File: config.mk
export PLATFORM = sky130hd
export DESIGN_NAME = counter_run_controller
export DESIGN_NICKNAME = d
export VERILOG_FILES = /design/src/rtl/counter_run_controller.sv
export SDC_FILE = /design/constraint.sdc
export NUM_CORES = 1
export LEC_CHECK = 0
export BUFFER_PORTS_ARGS = -buffer_cell sky130_fd_sc_hd__buf_2
export CAP_MARGIN = 25
export CORE_ASPECT_RATIO = 0.5
export CORE_MARGIN = 1
export CORE_UTILIZATION = 30
export DETAILED_ROUTE_END_ITERATION = 16
export GPL_ROUTABILITY_DRIVEN = 0
export HOLD_SLACK_MARGIN = 0.05
export PLACE_DENSITY = 0.52
export RECOVER_POWER = 25
export SLEW_MARGIN = 0
export SYNTH_ARGS = -nofsm -noshare
export SYNTH_HDL_FRONTEND = slang
export SYNTH_SLANG_ARGS = --single-unit
File: constraint.sdc
create_clock -name clk -period 1.8 [get_ports clk]
set_input_delay 0.54 -clock clk [delete_from_list [all_inputs] [get_ports clk]]
set_output_delay 0.54 -clock clk [all_outputs]
set_load 0.1 [all_outputs]
File: src/rtl/counter_run_controller.sv
// counter_run_controller: run/pause/step sequencer for an external LED counter, clocked from the single system clock
//   clk, reset         system clock; synchronous active-high reset
//   btn_start/stop/step  synchronised button levels; each acts on its rising edge
//   dir_down, mode_oneshot  count direction; stop at the terminal count instead of wrapping
//   count_in           value read back from the external counter
//   cnt_en, cnt_clr    1-cycle step / clear pulses to the counter
//   cnt_up             registered direction to the counter
//   state, done        run state (IDLE=00 RUN=01 PAUSE=10 DONE=11); high while DONE
module counter_run_controller #(
   parameter int TICK_DIV = 5_000_000,
   parameter int CNT_W    = 4
) (
   input  logic             clk,
   input  logic             reset,
   input  logic             btn_start,
   input  logic             btn_stop,
   input  logic             btn_step,
   input  logic             dir_down,
   input  logic             mode_oneshot,
   input  logic [CNT_W-1:0] count_in,
   output logic             cnt_en,
   output logic             cnt_up,
   output logic             cnt_clr,
   output logic [1:0]       state,
   output logic             done
);
   localparam int PW = $clog2(TICK_DIV);
   typedef enum logic [1:0] {IDLE = 2'b00, RUN = 2'b01, PAUSE = 2'b10, DONE = 2'b11} state_e;
   state_e          state_q, state_d;
   logic [PW-1:0]   psc_q, psc_d;
   logic [2:0]      prev_q;
   logic            cnt_en_q, cnt_en_d, cnt_clr_q, cnt_clr_d, cnt_up_q, done_q;
   logic            ev_start, ev_stop, ev_step, tick, finish;
   // history resets to ones so a button held through reset never fires
   assign ev_start = btn_start & ~prev_q[2];
   assign ev_stop  = btn_stop  & ~prev_q[1];
   assign ev_step  = btn_step  & ~prev_q[0];
   assign tick     = (state_q == RUN) && (psc_q == PW'(TICK_DIV - 1));
   // terminal count depends on the direction the counter is currently stepping in
   assign finish   = tick && mode_oneshot && (count_in == {CNT_W{cnt_up_q}});
   always_ff @(posedge clk) begin
      if (reset) begin
         state_q   <= IDLE;
         psc_q     <= '0;
         prev_q    <= 3'b111;
         cnt_en_q  <= 1'b0;
         cnt_clr_q <= 1'b0;
         cnt_up_q  <= 1'b1;
         done_q    <= 1'b0;
      end else begin
         state_q   <= state_d;
         psc_q     <= psc_d;
         prev_q    <= {btn_start, btn_stop, btn_step};
         cnt_en_q  <= cnt_en_d;
         cnt_clr_q <= cnt_clr_d;
         cnt_up_q  <= ~dir_down;
         done_q    <= (state_d == DONE);
      end
   end
   always_comb begin
      state_d = state_q;
      case (state_q)
         IDLE:        state_d = (ev_start && !ev_stop) ? RUN : IDLE;
         RUN:         state_d = ev_stop ? PAUSE : finish ? DONE : RUN;
         PAUSE, DONE: state_d = ev_stop ? IDLE : ev_start ? RUN : state_q;
      endcase
   end
   // stop outranks start, start outranks step; a stop on a tick cycle swallows the tick
   always_comb begin
      cnt_en_d  = 1'b0;
      cnt_clr_d = 1'b0;
      psc_d     = psc_q;
      case (state_q)
         IDLE: begin
            cnt_en_d  = ev_step && !ev_start && !ev_stop;
            cnt_clr_d = ev_start && !ev_stop;
            psc_d     = '0;
         end
         RUN: begin
            cnt_en_d = tick && !ev_stop && !finish;
            psc_d    = ev_stop ? psc_q : tick ? '0 : psc_q + PW'(1);
         end
         PAUSE: begin
            cnt_en_d  = ev_step && !ev_start && !ev_stop;
            cnt_clr_d = ev_stop;
            psc_d     = ev_stop ? '0 : psc_q;
         end
         DONE: begin
            cnt_clr_d = ev_start && !ev_stop;
            psc_d     = '0;
         end
      endcase
   end
   assign cnt_en  = cnt_en_q;
   assign cnt_clr = cnt_clr_q;
   assign cnt_up  = cnt_up_q;
   assign state   = state_q;
   assign done    = done_q;
endmodule

==> reports/results.txt <==
Synth top cells by count: dfxtp_1 (32), nor2_1 (21), nand3_1 (17), nand2_1 (13), nand4_1 (12)
R2R depth: 7
worst skew pair latency: 0.29 ns
Cells after Synth: 197
detailed-route vias per instance: 5.08
# port buffers: 16
Final Hold Violating Endpoints: 0
DRT Pass-1 Iters: 4
Vias: 1625
Primary FF master, synth: dfxtp_1
nets: 266
post-synthesis async set-or-reset flop share: 0%
Seq. cell area: 652 µm²
Design Area, Final: 2270 µm²
FILL cells: 499
routed wl met3: 180 µm
relative slew slack: 68.7%
crit share post-route: 101%
outcome: complete, but fails checks
DR WL/cell: 13.5 µm
dominant cells by area after synthesis: dfxtp_1 (38%), xor2_1 (5.2%), nand3_1 (5.1%), nor2_1 (4.7%), ha_1 (4.5%)
Syn. warnings: 0
top sig layer: met4
flops & latches, synth: 32
I/O pin count: 17
Pwr Density: 619 nW/µm²
Setup Viol. Count Final: 2
CTS tree: yes
unrepaired setup endpoints after global routing: yes
failing checks: setup timing
starting density of the core: 32.5%
Clock Power Share: 44.6%
WL met1: 2110 µm
Yosys top cell area share: 38.4%
Worst R2R Setup Slack: -0.01 ns
switching power: 0.000323 W
DRT Wirelength: 4300 µm
first-pass GRT wire length: 6920 µm
area of the multi-input gates: 1060 µm²
Die Y: 54.8 µm
CP cell instances: ha_4 -> and3_4 -> nand3_4 -> o41a_1 -> buf_4 -> a31oi_1 -> o21ai_1
worst path arrival time: 1.99 ns
Post-Syn Nets: 214
root buf cell: clkbuf_8
kind of critical path: flip-flop to flip-flop
Util after Layout: 44.3%
hpwl dp: 3070 µm
ANT nets after route: 0
CP max-delay cell: o41a_1
total core area: 5130 µm²
leakage: 0.838 nW
max_cap viols: 0
Hold Path Class: input pin to flip-flop
Reg clk slew, reported paths: 0.07 ns
Die ar.: 5890 µm²
Die Width: 108 µm
Max Slew Vio Count: 0
post-synthesis sequential area ratio: 38.4%
row count: 18
TritonCTS buffer count: 5
Worst setup endpoint: psc_q[12]
DP Area: 2100 µm²
Tmin final: 1.81 ns
fmax: 0.551 GHz
reg-to-reg endpoint: psc_q[12]
worst setup margin: -0.0136 ns
post-synth top area cell: dfxtp_1
skew final: 0.00394 ns
area growth from synthesis to layout: 36.2%
Worst Setup SP: psc_q[1]
Yosys cell types: 42
WP data required: 1.98 ns
share of layout cells above drive strength 1: 34.0%
Synth Cell Area: 1670 µm²
VDD IR-drop max: 0.236 mV
RR Startpoint: psc_q[1]
# DRC: 0
H-tree levels: 2
startpoint types: flip-flop
Crit. End Element: flip-flop
worst slew pin tran: 0.458 ns
gr ovfl total: 0
met2 WL: 1960 µm
Worst path max stage delay: 0.49 ns
P_int: 0.00108 W
gr usage total: 16.1%
# diodes: 0
clk sinks: 32
Max Root-Sink Buffers: 2
initial antenna violation count: 0
Sequential Power Share: 50.7%
DR iter-0 viols: 105
syn_area_per_cell: 8.48 µm²
Max FO, Critical Path: 6
Logic pwr share: 4.7%
most common cell in the netlist: dfxtp_1
Post-synth EDFFs: 0
Fin Hold WS: 0.406 ns
largest net degree at the start of global routing: 16
Sw Ratio: 22.9%
number of global-route vias before repair: 1489
[placed cells by master (no fill, tap or decap), types with 7 or more instances in the layout]
| cell type | netlist | final |
|---|---|---|
| buf_2 | 2 | 16 |
| dfxtp_1 | 32 | 27 |
| nand2_1 | 13 | 13 |
| nor2_1 | 21 | 16 |
| nand3_1 | 17 | 14 |
| xor2_1 | 10 | 10 |
| a21oi_1 | 10 | 9 |
| nor3_1 | 8 | 8 |
| clkbuf_8 | 0 | 7 |
| nand4_1 | 12 | 12 |
| buf_4 | 1 | 33 |
[worst max-delay path: cells and delay by family (launching register included)]
| family | cells | cell delay (ns) |
|---|---|---|
| DFF | 1 | 0.36 |
| and+or+nand+nor | 2 | 0.28 |
| AOI/OAI and AO/OA | 3 | 0.72 |
| buffers and inverters | 1 | 0.19 |
| adders and majority gates | 1 | 0.16 |
[cell families after synthesis]
family	synth area share (%)
xor gates and xnor gates	6.29
buffers and inverters	2.85
adders and majority gates	4.49
DFF	38.4
muxes	0.599
and+or+nand+nor	35.4
AOI/OAI and AO/OA	12.1
[per-layer routing]
| layer | up-vias | GRT usage (%) |
|---|---|---|
| met5 | - | 0 |
| li1 | 816 | - |
| met1 | 758 | 19.7 |
| met3 | 7 | 4.29 |
| met2 | 44 | 27.5 |
| met4 | 0 | 6.62 |
[flip-flops by register name (all words and copies together), names as in the netlist]
signal   flops
psc_q       23
cnt_clr      1
prev_q       3
cnt_up       1
done         1
state        2
cnt_en       1
[per-stage QoR]
stage          power (W)  setup TNS, ns  worst slack (ns)  cells
4_1_cts          0.00142       -0.00493          -0.00493    318
3_3_place_gp    0.000795        -0.0265           -0.0256    310
2_1_floorplan   0.000772         -0.193            -0.128    197
5_1_grt          0.00147          -1.09           -0.0732    320
6_report         0.00141        -0.0143           -0.0136    320
3_5_place_dp    0.000796        -0.0828           -0.0619    310
[layout make-up]
type / instances / area share [%]
Inverter: 5 / 0.935
Sequential cell: 32 / 28.7
Tap cell: 70 / 3.85
Timing Repair Buffer: 51 / 15.4
Clock buffer: 8 / 4.40
Multi-Input combinational cell: 154 / 46.8
[worst min-delay path by stage]
stage,from,to,slack [ns],cells past startpoint
global route,dir_down,cnt_up,0.40,2
global placement,psc_q[6],psc_q[6],0.50,2
finish,dir_down,cnt_up,0.41,2
CTS,dir_down,cnt_up,0.40,2
floorplan,psc_q[6],psc_q[6],0.47,2
detailed placement,psc_q[6],psc_q[6],0.51,2
[power groups by stage]
stage	Sequential [W]	Clock [W]	Combinational, W
after global placement	0.000730	0	0.0000651
final	0.000714	0.000627	0.0000661
after detailed placement	0.000730	0	0.0000660
after global routing	0.000714	0.000684	0.0000723
after floorplan	0.000748	0	0.0000236
after CTS	0.000714	0.000643	0.0000661
[repair_timing]
| action | 4_1_cts | 5_1_grt |
|---|---|---|
| pin swaps | 1 | 4 |
| hold buffers | 0 | 0 |
| resized for setup | 2 | 14 |
| setup endpoints to repair | 4 | 24 |
| endpoints found under the hold margin | 0 | 0 |
| setup buffers | 0 | 2 |
No activity file was read; power rests on OpenSTA's default activity.
